**config.mk**
```make
export PLATFORM = sky130hd
export DESIGN_NAME = apb2axi_req_arb
export DESIGN_NICKNAME = d
export VERILOG_FILES = /design/src/rtl/apb2axi_pkg.sv /design/src/rtl/apb2axi_rr_pick.sv /design/src/rtl/apb2axi_req_arb.sv
export SDC_FILE = /design/constraint.sdc
export NUM_CORES = 1
export LEC_CHECK = 0
export BUFFER_PORTS_ARGS = -buffer_cell sky130_fd_sc_hd__buf_2
export CAP_MARGIN = 20
export CORE_MARGIN = 8
export CORE_UTILIZATION = 30
export CTS_CLUSTER_DIAMETER = 120
export DETAILED_ROUTE_END_ITERATION = 10
export PLACE_DENSITY = 0.74
export RECOVER_POWER = 50
export SLEW_MARGIN = 10
export SYNTH_ARGS = -nofsm -noshare
export SYNTH_HDL_FRONTEND = slang
export SYNTH_SLANG_ARGS = --single-unit
```
**constraint.sdc**
```tcl
create_clock -name clk -period 2.64 [get_ports clk]
set_input_delay 0 -clock clk [delete_from_list [all_inputs] [get_ports clk]]
set_output_delay 0 -clock clk [all_outputs]
set_load 0.02 [all_outputs]
```
**src/rtl/apb2axi_pkg.sv**
```systemverilog
// Shared types and defaults for the APB-to-AXI request arbiter.
package apb2axi_pkg;

  typedef enum logic {
    IDLE  = 1'b0,
    GRANT = 1'b1
  } arb_state_e;

  localparam int unsigned DEF_NUM_REQ     = 2;
  localparam int unsigned DEF_ENTRY_WIDTH = 64;
  localparam int unsigned DEF_MAX_OUT     = 4;

  // Width of a requester index; never narrower than one bit.
  function automatic int unsigned src_width(input int unsigned n);
    return (n > 1) ? $clog2(n) : 1;
  endfunction

endpackage

```
**src/rtl/apb2axi_rr_pick.sv**
```systemverilog
// Combinational round-robin picker: first candidate at or above ptr, with wrap.
module apb2axi_rr_pick
  import apb2axi_pkg::*;
#(
  parameter int unsigned NUM_REQ = DEF_NUM_REQ,
  parameter int unsigned IDX_W   = src_width(DEF_NUM_REQ)
) (
  input  logic [NUM_REQ-1:0] elig,
  input  logic [IDX_W-1:0]   ptr,
  input  logic [NUM_REQ-1:0] excl,
  output logic               found,
  output logic [IDX_W-1:0]   idx
);

  logic [NUM_REQ-1:0] cand;

  assign cand = elig & ~excl;

  // Scan NUM_REQ positions starting at ptr; first hit wins.
  always_comb begin
    found = 1'b0;
    idx   = '0;
    for (int unsigned k = 0; k < NUM_REQ; k++) begin
      int unsigned     j;
      logic [IDX_W-1:0] jn;
      j = 32'(ptr) + k;
      if (j >= NUM_REQ) j = j - NUM_REQ;
      jn = IDX_W'(j);
      if (!found && cand[jn]) begin
        found = 1'b1;
        idx   = jn;
      end
    end
  end

endmodule

```
**src/rtl/apb2axi_req_arb.sv**
```systemverilog
// Round-robin arbiter feeding the shared request FIFO, with per-requester
// outstanding credit limits. Optional per-requester grant statistics are
// enabled with the APB2AXI_ARB_STATS_EN macro.
module apb2axi_req_arb
  import apb2axi_pkg::*;
#(
  parameter  int unsigned NUM_REQ     = DEF_NUM_REQ,
  parameter  int unsigned ENTRY_WIDTH = DEF_ENTRY_WIDTH,
  parameter  int unsigned MAX_OUT     = DEF_MAX_OUT,
  localparam int unsigned SRC_W       = src_width(NUM_REQ),
  localparam int unsigned CNT_W       = $clog2(MAX_OUT + 1)
) (
  input  logic                           clk,
  input  logic                           reset,
  input  logic [NUM_REQ-1:0]             req_valid,
  output logic [NUM_REQ-1:0]             req_ready,
  input  logic [NUM_REQ*ENTRY_WIDTH-1:0] req_data,
  output logic                           out_valid,
  input  logic                           out_ready,
  output logic [ENTRY_WIDTH-1:0]         out_data,
  output logic [SRC_W-1:0]               out_src,
  input  logic [NUM_REQ-1:0]             done,
  output logic                           busy
`ifdef APB2AXI_ARB_STATS_EN
  ,
  output logic [NUM_REQ*32-1:0]          grant_cnt
`endif
);

  arb_state_e         state;
  logic [SRC_W-1:0]   gnt_idx;
  logic [SRC_W-1:0]   ptr;
  logic [CNT_W-1:0]   cnt [NUM_REQ];

  logic [NUM_REQ-1:0] elig;
  logic [NUM_REQ-1:0] grant_oh;
  logic [NUM_REQ-1:0] push_oh;
  logic [SRC_W-1:0]   nxt_ptr;
  logic [SRC_W-1:0]   pick_ptr;
  logic [SRC_W-1:0]   pick_idx;
  logic               pick_found;
  logic               hs;

  assign hs       = (state == GRANT) && out_ready && !reset;
  assign push_oh  = grant_oh & {NUM_REQ{hs}};
  assign nxt_ptr  = (gnt_idx == SRC_W'(NUM_REQ - 1)) ? '0 : gnt_idx + SRC_W'(1);
  // One picker serves both cases: IDLE searches from ptr with nothing
  // excluded; GRANT searches from the post-handshake ptr excluding the winner.
  assign pick_ptr = (state == GRANT) ? nxt_ptr : ptr;

  // Eligibility and the one-hot of the current grant.
  always_comb begin
    elig     = '0;
    grant_oh = '0;
    for (int unsigned i = 0; i < NUM_REQ; i++) begin
      elig[i]     = req_valid[i] && (cnt[i] < CNT_W'(MAX_OUT));
      grant_oh[i] = (state == GRANT) && (gnt_idx == SRC_W'(i));
    end
  end

  apb2axi_rr_pick #(
    .NUM_REQ (NUM_REQ),
    .IDX_W   (SRC_W)
  ) u_pick (
    .elig  (elig),
    .ptr   (pick_ptr),
    .excl  (grant_oh),
    .found (pick_found),
    .idx   (pick_idx)
  );

  // Push-side outputs derived from registered grant state.
  always_comb begin
    out_valid = (state == GRANT) && !reset;
    out_src   = gnt_idx;
    req_ready = grant_oh & {NUM_REQ{out_ready && !reset}};
    out_data  = '0;
    busy      = (state == GRANT);
    for (int unsigned i = 0; i < NUM_REQ; i++) begin
      if (grant_oh[i]) out_data = req_data[i*ENTRY_WIDTH +: ENTRY_WIDTH];
      if (cnt[i] != '0) busy = 1'b1;
    end
  end

  // Arbitration FSM: registered grant, same-cycle re-pick on handshake.
  always_ff @(posedge clk) begin
    if (reset) begin
      state   <= IDLE;
      gnt_idx <= '0;
      ptr     <= '0;
    end else begin
      case (state)
        IDLE: begin
          if (pick_found) begin
            state   <= GRANT;
            gnt_idx <= pick_idx;
          end
        end
        GRANT: begin
          if (out_ready) begin
            ptr <= nxt_ptr;
            if (pick_found) gnt_idx <= pick_idx;
            else            state   <= IDLE;
          end
        end
        default: state <= IDLE;
      endcase
    end
  end

  // Outstanding credit counters; push and done together cancel out.
  always_ff @(posedge clk) begin
    for (int unsigned i = 0; i < NUM_REQ; i++) begin
      if (reset) begin
        cnt[i] <= '0;
      end else if (push_oh[i] && !done[i]) begin
        cnt[i] <= cnt[i] + CNT_W'(1);
      end else if (!push_oh[i] && done[i] && (cnt[i] != '0)) begin
        cnt[i] <= cnt[i] - CNT_W'(1);
      end
    end
  end

`ifdef APB2AXI_ARB_STATS_EN
  logic [31:0] gcnt [NUM_REQ];

  // Free-running per-requester handshake counters.
  always_ff @(posedge clk) begin
    for (int unsigned i = 0; i < NUM_REQ; i++) begin
      if (reset)           gcnt[i] <= '0;
      else if (push_oh[i]) gcnt[i] <= gcnt[i] + 32'd1;
    end
  end

  // Flatten counters onto the stats port.
  always_comb begin
    grant_cnt = '0;
    for (int unsigned i = 0; i < NUM_REQ; i++) grant_cnt[i*32 +: 32] = gcnt[i];
  end
`endif

endmodule

```
==> results of run 1 <==
==> critical path: stages, from the launching register on <==
cell	delay, ns
dfxtp_1	0.36
clkbuf_2	0.82
nand3b_4	0.18
or3_4	0.38
nand3b_1	0.16
==> power groups by stage <==
stage	Sequential [mW]	Combinational [mW]	Clock [mW]
2_1_floorplan	0.185	0.459	0
3_3_place_gp	0.188	0.679	0
3_5_place_dp	0.190	0.696	0
4_1_cts	0.187	0.699	0.167
5_1_grt	0.190	0.746	0.172
6_report	0.187	0.686	0.162
==> registers in the layout, indices dropped and copies added, names as in the netlist <==
name	cells
cnt	6
out_src	1
ptr	1
state	1
==> stage by stage <==
step | utilization (%) | worst slack (ns) | hold slack [ns] | power (mW) | area [um2]
floorplan | - | 0.531 | 0.0781 | 0.644 | 1760
global placement | 48.2 | 0.561 | 0.244 | 0.868 | 2790
detailed placement | 48.2 | 0.494 | 0.245 | 0.886 | 2790
CTS | 49.2 | 0.480 | 0.0871 | 1.05 | 2840
global route | 48.5 | 0.220 | 0.122 | 1.11 | 2810
finish | 48.5 | 0.431 | 0.0960 | 1.04 | 2810
==> metal layers <==
| layer | up-vias | wire [um] |
|---|---|---|
| met5 | - | 0 |
| met4 | 0 | 99 |
| met3 | 9 | 612 |
| met2 | 108 | 3640 |
| met1 | 974 | 2890 |
| li1 | 1090 | - |
==> placed cells by master (no fill, tap or decap), types with 2 or more instances in the layout <==
cell and n:
a211oi_1 3, a21oi_1 4, a311oi_1 2, buf_2 176, clkbuf_1 28, clkbuf_8 3
dfxtp_1 2, edfxtp_1 6, ha_1 3, inv_1 5, mux2i_1 65, nand2_1 2
nand2b_1 4, nand3_1 2, nand3b_1 2, nor2_1 3, nor2b_1 67, o21ai_0 2
or3_1 3
==> logic make-up (layout without fill, tap and decap cells) <==
group / after synthesis / in the layout / synth area share [%]
DFF: 9 / 9 / 13.7
AOI/OAI and AO/OA: 13 / 13 / 5.05
xor gates and xnor gates: 1 / 1 / 0.498
adders and majority gates: 4 / 4 / 3.27
and+or+nand+nor: 91 / 91 / 33.8
buffers and inverters: 22 / 215 / 6.69
muxes: 65 / 65 / 37.0
==> how the worst max path moves through the flow <==
stage / start / end / slack [ns]
6_report: state$_SDFF_PP0_ / cnt[0][1]$_DFFE_PP_ / 0.43
4_1_cts: cnt[1][2]$_SDFFCE_PN0P_ / cnt[1][2]$_SDFFCE_PN0P_ / 0.48
2_1_floorplan: out_src$_SDFFE_PP0P_ / cnt[1][2]$_SDFFCE_PN0P_ / 0.53
3_5_place_dp: cnt[1][2]$_SDFFCE_PN0P_ / cnt[1][2]$_SDFFCE_PN0P_ / 0.49
5_1_grt: state$_SDFF_PP0_ / cnt[0][1]$_DFFE_PP_ / 0.22
3_3_place_gp: cnt[1][2]$_SDFFCE_PN0P_ / cnt[1][2]$_SDFFCE_PN0P_ / 0.56
==> area by class of cell <==
class / instances / area, um2
clock buffers: 4 / 45.0
fillers: 592 / 2970
inverters: 5 / 18.8
multi-input cells: 174 / 1400
flip-flops and latches: 9 / 244
well taps: 75 / 93.8
repair buffers: 206 / 1000
==> timing repair <==
| item | 4_1_cts | 5_1_grt |
|---|---|---|
| hold buffers | 1 | 0 |
| setup endpoints to repair | 0 | 0 |
| endpoints found under the hold margin | 1 | 0 |
==> flow_summary.json, run 1 <==
{
  "status": "finished, final reports clean",
  "ant_nets": 0,
  "cts_buffer_depth": 2,
  "pwr-share-comb_pct": 66.3,
  "cts_resized": 0,
  "r2r_start": "state$_SDFF_PP0_",
  "rsz0062_at_grt": "no",
  "die_x_um": 92.6,
  "ir_worst_vdd_uv": 294,
  "grt_max_degree": 73,
  "hold-path-endpoint": "ptr$_SDFFE_PP0N_",
  "hold_path.startpoint": "out_ready",
  "synth_area_leaders": "mux2i_1, nor2b_1, edfxtp_1, dfxtp_1, ha_1",
  "synth_seq_area_share_pct": 13.7,
  "overflow": 0,
  "fin_tns_setup_ns": 0,
  "power_density_nw_per_um2": 369,
  "power_frac_seq_pct": 18.1,
  "area_delta_synth_final_pct": 59.6,
  "synth.avg_cell_area_um2": 8.58,
  "die_y_um": 92.6,
  "ys_warn_count": 0,
  "reg2reg_slack_ns": 0.43,
  "grt.total_usage_pct": 15.2,
  "drt-pass1-iter-count": 4,
  "synth_top_area_share_pct": 37.0,
  "synth-async-reset-ratio_pct": 0,
  "synth_common_cells": "nor2b_1, mux2i_1, clkbuf_1, edfxtp_1, inv_1",
  "endpoint_kind": "flip-flop",
  "cp.arrival_ns": 2.14,
  "layout.nets": 538,
  "max_freq_mhz": 453,
  "clockRootBuffer": "clkbuf_8",
  "synth-edff-count": 6,
  "ios": 204,
  "power_leakage_nw": 1.37,
  "via_per_inst": 4.61,
  "die_area_um2": 8570,
  "ys.flop_type": "edfxtp_1",
  "met2_usage_pct": 27.9,
  "syn_nets": 344,
  "synth_seq_cells": 9,
  "clk_latency_ns": 0.24,
  "grt_pass1_wl_um": 10900,
  "numCtsBuffers": 3,
  "use_met1_pct": 16.7,
  "yosysMostFrequentCell": "nor2b_1",
  "met3_usage_pct": 4.37,
  "routabilityCongestion": 0.910,
  "start_util_pct": 30.4,
  "start_kind": "flip-flop",
  "wire_per_inst_um": 15.3,
  "dp_hpwl_um": 6090,
  "synth.distinct_cells": 33,
  "drc": 0,
  "cts.clk_slew.worst_paths_ns": 0.04,
  "rows": 28,
  "cts_sinks": 9,
  "cts_max_level": 1,
  "rr_worst_depth": 4,
  "crit_required_ns": 2.58,
  "worst_pin_slew_ns": 1.16,
  "port_buffers": 203,
  "wl_um": 7250,
  "antenna_cells": 0,
  "syn_inst": 205,
  "antenna_found_initial": 0,
  "finalHoldViolations": 0,
  "clockPowerShare_pct": 15.7,
  "drv_slew": 0,
  "min_delay_path_depth": 2,
  "swShare_pct": 43.9,
  "relSlewSlack_pct": 22.7,
  "drtIter0Drc": 51,
  "placed_cells": 468,
  "hold_path.class": "input port to flip-flop",
  "crit_fanout": 72,
  "drive_gt1_share_pct": 47.0,
  "maxCapViolations": 0,
  "setup_viol": 0,
  "post-route-min-period_ns": 2.21,
  "p_int_mw": 0.580,
  "reg2reg_to": "cnt[0][1]$_DFFE_PP_",
  "period_share_pct": 83.7,
  "post_cts_buffers": 0,
  "grt-busiest-layer": "met2",
  "cts_tree": "done",
  "p_switching_mw": 0.455,
  "yosysTopAreaCell": "mux2i_1",
  "grt_pass1_vias": 2295,
  "stdcell_count": 473,
  "vias": 2181,
  "core-area_um2": 5780,
  "critical_path_class": "flip-flop to flip-flop",
  "syn_area_um2": 1760,
  "clock_skew_ns": 0.00180
}
No activity file was read; power rests on OpenSTA's default activity.
==> inputs of run 2 (changes only) <==
Settings changed: ABC_AREA set to 1, CORE_UTILIZATION 30 to 27, PLACE_DENSITY 0.74 to 0.8.
Clock period 2.64 ns to 1.9 ns, I/O delays scaled along.
==> flow_summary.json, run 2 <==
{
  "setup_viol": 0,
  "placed_cells": 418,
  "wl_um": 7260,
  "synth.distinct_cells": 25,
  "synth_common_cells": "a22o_1, nand2_1, inv_1, buf_6, nand3_1",
  "synth-edff-count": 6,
  "post-route-min-period_ns": 1.78,
  "finalHoldViolations": 0,
  "port_buffers": 203,
  "fillers": 500,
  "synth.avg_cell_area_um2": 8.36,
  "drv_slew": 0,
  "power_density_nw_per_um2": 530,
  "max_freq_mhz": 560,
  "cts_buffer_depth": 2,
  "final_util_pct": 49.3,
  "syn_area_um2": 1330,
  "relSlewSlack_pct": 62.4,
  "grt_pass1_wl_um": 10700,
  "via_per_inst": 4.69,
  "die_area_um2": 7430,
  "drtIter0Drc": 76,
  "yosysTopAreaCell": "a22o_1",
  "grt_max_degree": 66,
  "ys_warn_count": 0,
  "die_x_um": 86.2,
  "wire_per_inst_um": 17.2,
  "dp_hpwl_um": 6170,
  "multiInputGateArea_um2": 886,
  "synth_seq_area_share_pct": 18.1,
  "vias": 1981,
  "synth_area_leaders": "a22o_1, edfxtp_1, buf_6, nand2_1, dfxtp_1",
  "clock_skew_ns": 0.00213,
  "area_delta_synth_final_pct": 75.1,
  "critical_path_class": "flip-flop to output port",
  "final_cell_mix": "buf_2, a22o_1, clkbuf_1",
  "crit_required_ns": 1.90,
  "cts.clk_slew.worst_paths_ns": 0.05,
  "largest_reg_flops": 6,
  "rows": 25,
  "clockRootBuffer": "clkbuf_8",
  "power_leakage_nw": 1.38,
  "seq_area_um2": 240,
  "ios": 204,
  "ant_nets": 0,
  "cts_sinks": 9,
  "start_kind": "flip-flop",
  "antenna_cells": 0,
  "period_share_pct": 93.9,
  "ir_worst_vdd_uv": 438,
  "grt_pass1_vias": 1995,
  "overflow": 0,
  "syn_nets": 298,
  "endpoint_kind": "output port",
  "drc": 0,
  "finalPower_mw": 1.24,
  "syn_inst": 159,
  "cts_max_level": 1,
  "hold_path.class": "input port to flip-flop",
  "regMostFlops": "cnt",
  "core-area_um2": 4720,
  "antenna_found_initial": 0,
  "numCtsBuffers": 3,
  "hold_ws_ns": 0.0725,
  "status": "finished, final reports clean",
  "maxCapViolations": 0,
  "ys.flop_type": "edfxtp_1",
  "die_y_um": 86.2,
  "fin_tns_setup_ns": 0,
  "synth-async-reset-ratio_pct": 0,
  "layout_commonest_cell": "buf_2",
  "start_util_pct": 28.2,
  "drive_gt1_share_pct": 54.9,
  "synth_seq_cells": 9,
  "yosysMostFrequentCell": "a22o_1",
  "drt-pass1-iter-count": 4,
  "cts_tree": "done",
  "cp.arrival_ns": 1.78,
  "rsz0062_at_grt": "no",
  "synth_top_area_share_pct": 42.1,
  "worst_pin_slew_ns": 0.564,
  "clk_latency_ns": 0.24,
  "stdcell_count": 422,
  "routabilityCongestion": 0.813,
  "grt.total_usage_pct": 17.5,
  "layout.nets": 495,
  "crit_fanout": 28
}
[run 2: cell count changes in the layout (fill, tap and decap cells not counted), sizes merged, moves of 4 or more]
cell,previous run,this run
a22o,0,64
nor2b,67,0
nand2b,4,0
nor2,3,9
nand3,3,10
mux2i,65,0
inv,5,17
nand2,2,19
[run 2: layer usage]
metal	track usage (%)	wire length, um	vias to the layer above
li1	-	-	996
met1	19.3	2770	896
met2	33.4	3910	82
met3	3.02	506	7
met4	4.23	72	0
met5	0	0	-
[run 2: worst paths after layout]
path	startpoint	endpoint	slack [ns]	cells past startpoint
worst min-delay path	reset	ptr$_SDFFE_PP0N_	0.07	2
worst max register to register	cnt[1][0]$_SDFFCE_PN0P_	cnt[1][2]$_SDFFCE_PN0P_	0.18	7
worst min register to register	ptr$_SDFFE_PP0N_	ptr$_SDFFE_PP0N_	0.47	2
worst max-delay path	state$_SDFF_PP0_	out_data[54]	0.12	5
[run 2: power by group]
part           switching (mW)  total [mW]  internal, mW
clock network          0.0788       0.225         0.146
registers              0.0177       0.252         0.235
logic                   0.449       0.758         0.309
total                   0.545        1.24         0.690
[run 2: critical path: stages, from the launching register on]
cell,delay (ns)
dfxtp_1,0.39
inv_2,0.09
nor2_4,0.13
clkbuf_2,0.49
a22o_1,0.26
buf_2,0.19
[run 2: through the flow]
stage	setup slack (ns)	instance area, um2
6_report	0.116	2330
5_1_grt	0.0177	2330
4_1_cts	0.0696	2360
3_5_place_dp	0.0720	2320
3_3_place_gp	0.122	2320
2_1_floorplan	0.0868	1330
[run 2: cells by family (layout without fill, tap and decap cells)]
group	count (synthesis)	count (layout)	synth area share, %
AOI/OAI and AO/OA	71	71	45.3
xor gates and xnor gates	3	3	1.98
adders and majority gates	4	4	4.33
buffers and inverters	31	227	14.8
DFF	9	9	18.1
and+or+nand+nor	41	41	15.5
[run 2: layout make-up]
| class | instances | area share (%) |
|---|---|---|
| Clock buffer | 4 | 1.93 |
| Multi-Input combinational cell | 119 | 38.0 |
| Inverter | 17 | 2.74 |
| Sequential cell | 9 | 10.3 |
| Tap cell | 67 | 3.60 |
| Timing Repair Buffer | 206 | 43.4 |
[run 2: repair_timing]
item / CTS / global route
setup buffers: 0 / 0
hold endpoints to repair: 0 / 0
endpoints found under the setup margin: 0 / 20
hold buffers: 0 / 0
gates resized for setup: 0 / 1
==> inputs of run 3 (changes only) <==
Settings changed: PLACE_DENSITY 0.8 to 0.79.
==> flow_summary.json, run 3 (same netlist as run 2, synthesis figures left out) <==
{
  "status": "finished, final reports clean",
  "clockPowerShare_pct": 18.5,
  "met2_usage_pct": 31.8,
  "core-area_um2": 4720,
  "die_x_um": 86.2,
  "die_y_um": 86.2,
  "start_util_pct": 28.2,
  "critical_path_class": "flip-flop to flip-flop",
  "cts_tree": "done",
  "antenna_found_initial": 0,
  "max_freq_mhz": 582,
  "grt.total_usage_pct": 16.9,
  "cp.arrival_ns": 1.71,
  "p_int_mw": 0.690,
  "largest_reg_flops": 6,
  "relSlewSlack_pct": 69.8,
  "dp_hpwl_um": 6140,
  "grt-busiest-layer": "met2",
  "setup_viol": 0,
  "finalPower_mw": 1.23,
  "numCtsBuffers": 3,
  "cts_hold_buffers": 0,
  "power_leakage_nw": 1.36,
  "drt-pass1-iter-count": 4,
  "ant_nets": 0,
  "post-route-min-period_ns": 1.72,
  "via_per_inst": 4.78,
  "drc": 0,
  "routabilityCongestion": 0.826,
  "hold_path.class": "input port to flip-flop",
  "power_frac_seq_pct": 20.3,
  "cts.clk_slew.worst_paths_ns": 0.05,
  "worst_pin_slew_ns": 0.453,
  "crit_required_ns": 1.89,
  "p_switching_mw": 0.544,
  "met3_usage_pct": 3.50,
  "finalHoldViolations": 0,
  "cts_sinks": 9,
  "grt_pass1_vias": 1899,
  "port_buffers": 203,
  "area_delta_synth_final_pct": 75.1,
  "grt_pass1_wl_um": 10300,
  "start_kind": "flip-flop",
  "dpl_cell_area_um2": 2330,
  "ios": 204,
  "overflow": 0,
  "use_met1_pct": 18.5,
  "antenna_cells": 0,
  "drive_gt1_share_pct": 53.1,
  "wl_um": 7180,
  "pwr-share-comb_pct": 61.3,
  "rows": 25,
  "drv_slew": 0,
  "design_area_um2": 2330,
  "ir_worst_vdd_uv": 399,
  "layout_commonest_cell": "buf_2",
  "period_share_pct": 90.4,
  "wire_per_inst_um": 17.0,
  "die_area_um2": 7430,
  "cts_buffer_depth": 2,
  "clockRootBuffer": "clkbuf_8",
  "grt_max_degree": 66,
  "power_density_nw_per_um2": 530,
  "crit_fanout": 5,
  "rsz0062_at_grt": "no",
  "endpoint_kind": "flip-flop",
  "swShare_pct": 44.1,
  "vias": 2021,
  "layout.nets": 496,
  "drtIter0Drc": 38,
  "cts_max_level": 1,
  "final_cell_mix": "buf_2, a22o_1, clkbuf_1",
  "regMostFlops": "cnt",
  "clk_latency_ns": 0.24,
  "clock_skew_ns": 0.00106,
  "maxCapViolations": 0,
  "fin_tns_setup_ns": 0
}
-- run 3: cell types whose count changed in the layout (fill, tap and decap cells not counted) --
cell      before  now
o21ai_2        2    1
nor2_1         7    6
buf_4          1    3
nor2_2         0    1
buf_2        173  172
clkbuf_2       7    0
o21ai_0        1    2
clkbuf_1      25   32
-- run 3: worst paths after layout --
check                         from                       to  slack [ns]  cells past startpoint
setup reg to reg  state$_SDFF_PP0_  cnt[1][2]$_SDFFCE_PN0P_        0.18                      8
hold reg to reg   ptr$_SDFFE_PP0N_         ptr$_SDFFE_PP0N_        0.47                      2
hold / removal               reset         ptr$_SDFFE_PP0N_        0.06                      2
setup / recovery  state$_SDFF_PP0_  cnt[1][2]$_SDFFCE_PN0P_        0.18                      8
-- run 3: critical path, stage by stage (launching register included) --
cell and delay [ns]:
dfxtp_1 0.35, nand2_1 0.12, inv_2 0.05, nand2_2 0.08, nand3_2 0.11, fa_1 0.39
xor2_1 0.18, or2_0 0.14, nand2_1 0.06
-- run 3: power by group through the flow --
| stage | logic, mW | registers [mW] | clock network (mW) |
|---|---|---|---|
| after floorplan | 0.485 | 0.254 | 0 |
| after global placement | 0.766 | 0.252 | 0 |
| after detailed placement | 0.776 | 0.253 | 0 |
| after CTS | 0.778 | 0.250 | 0.241 |
| after global routing | 0.821 | 0.255 | 0.242 |
| final | 0.756 | 0.250 | 0.228 |
-- run 3: layer usage --
metal	share of wire (%)	up-vias
met3	8.4	9
met5	0	-
met1	37	927
met2	53	88
li1	-	997
met4	1.4	0
-- run 3: timing repair --
action	in CTS	in global routing
gates resized for setup	0	1
buffers inserted	0	0
endpoints found under the setup margin	0	36
-- run 3: metrics by stage --
stage	cells	worst slack [ns]	util, %	hold WS (ns)
global route	423	0.0173	49.3	0.0973
detailed placement	419	0.0806	49.3	0.304
CTS	423	0.0411	50.2	0.0504
floorplan	159	0.0868	-	0.0798
finish	423	0.183	49.3	0.0592
global placement	419	0.136	49.3	0.307
-- run 3: area by class of cell --
type / instances / area (um2)
Inverter: 17 / 63.8
Sequential cell: 9 / 240
Tap cell: 67 / 83.8
Fill cell: 470 / 2390
Timing Repair Buffer: 207 / 1010
Clock buffer: 4 / 45.0
Multi-Input combinational cell: 119 / 885
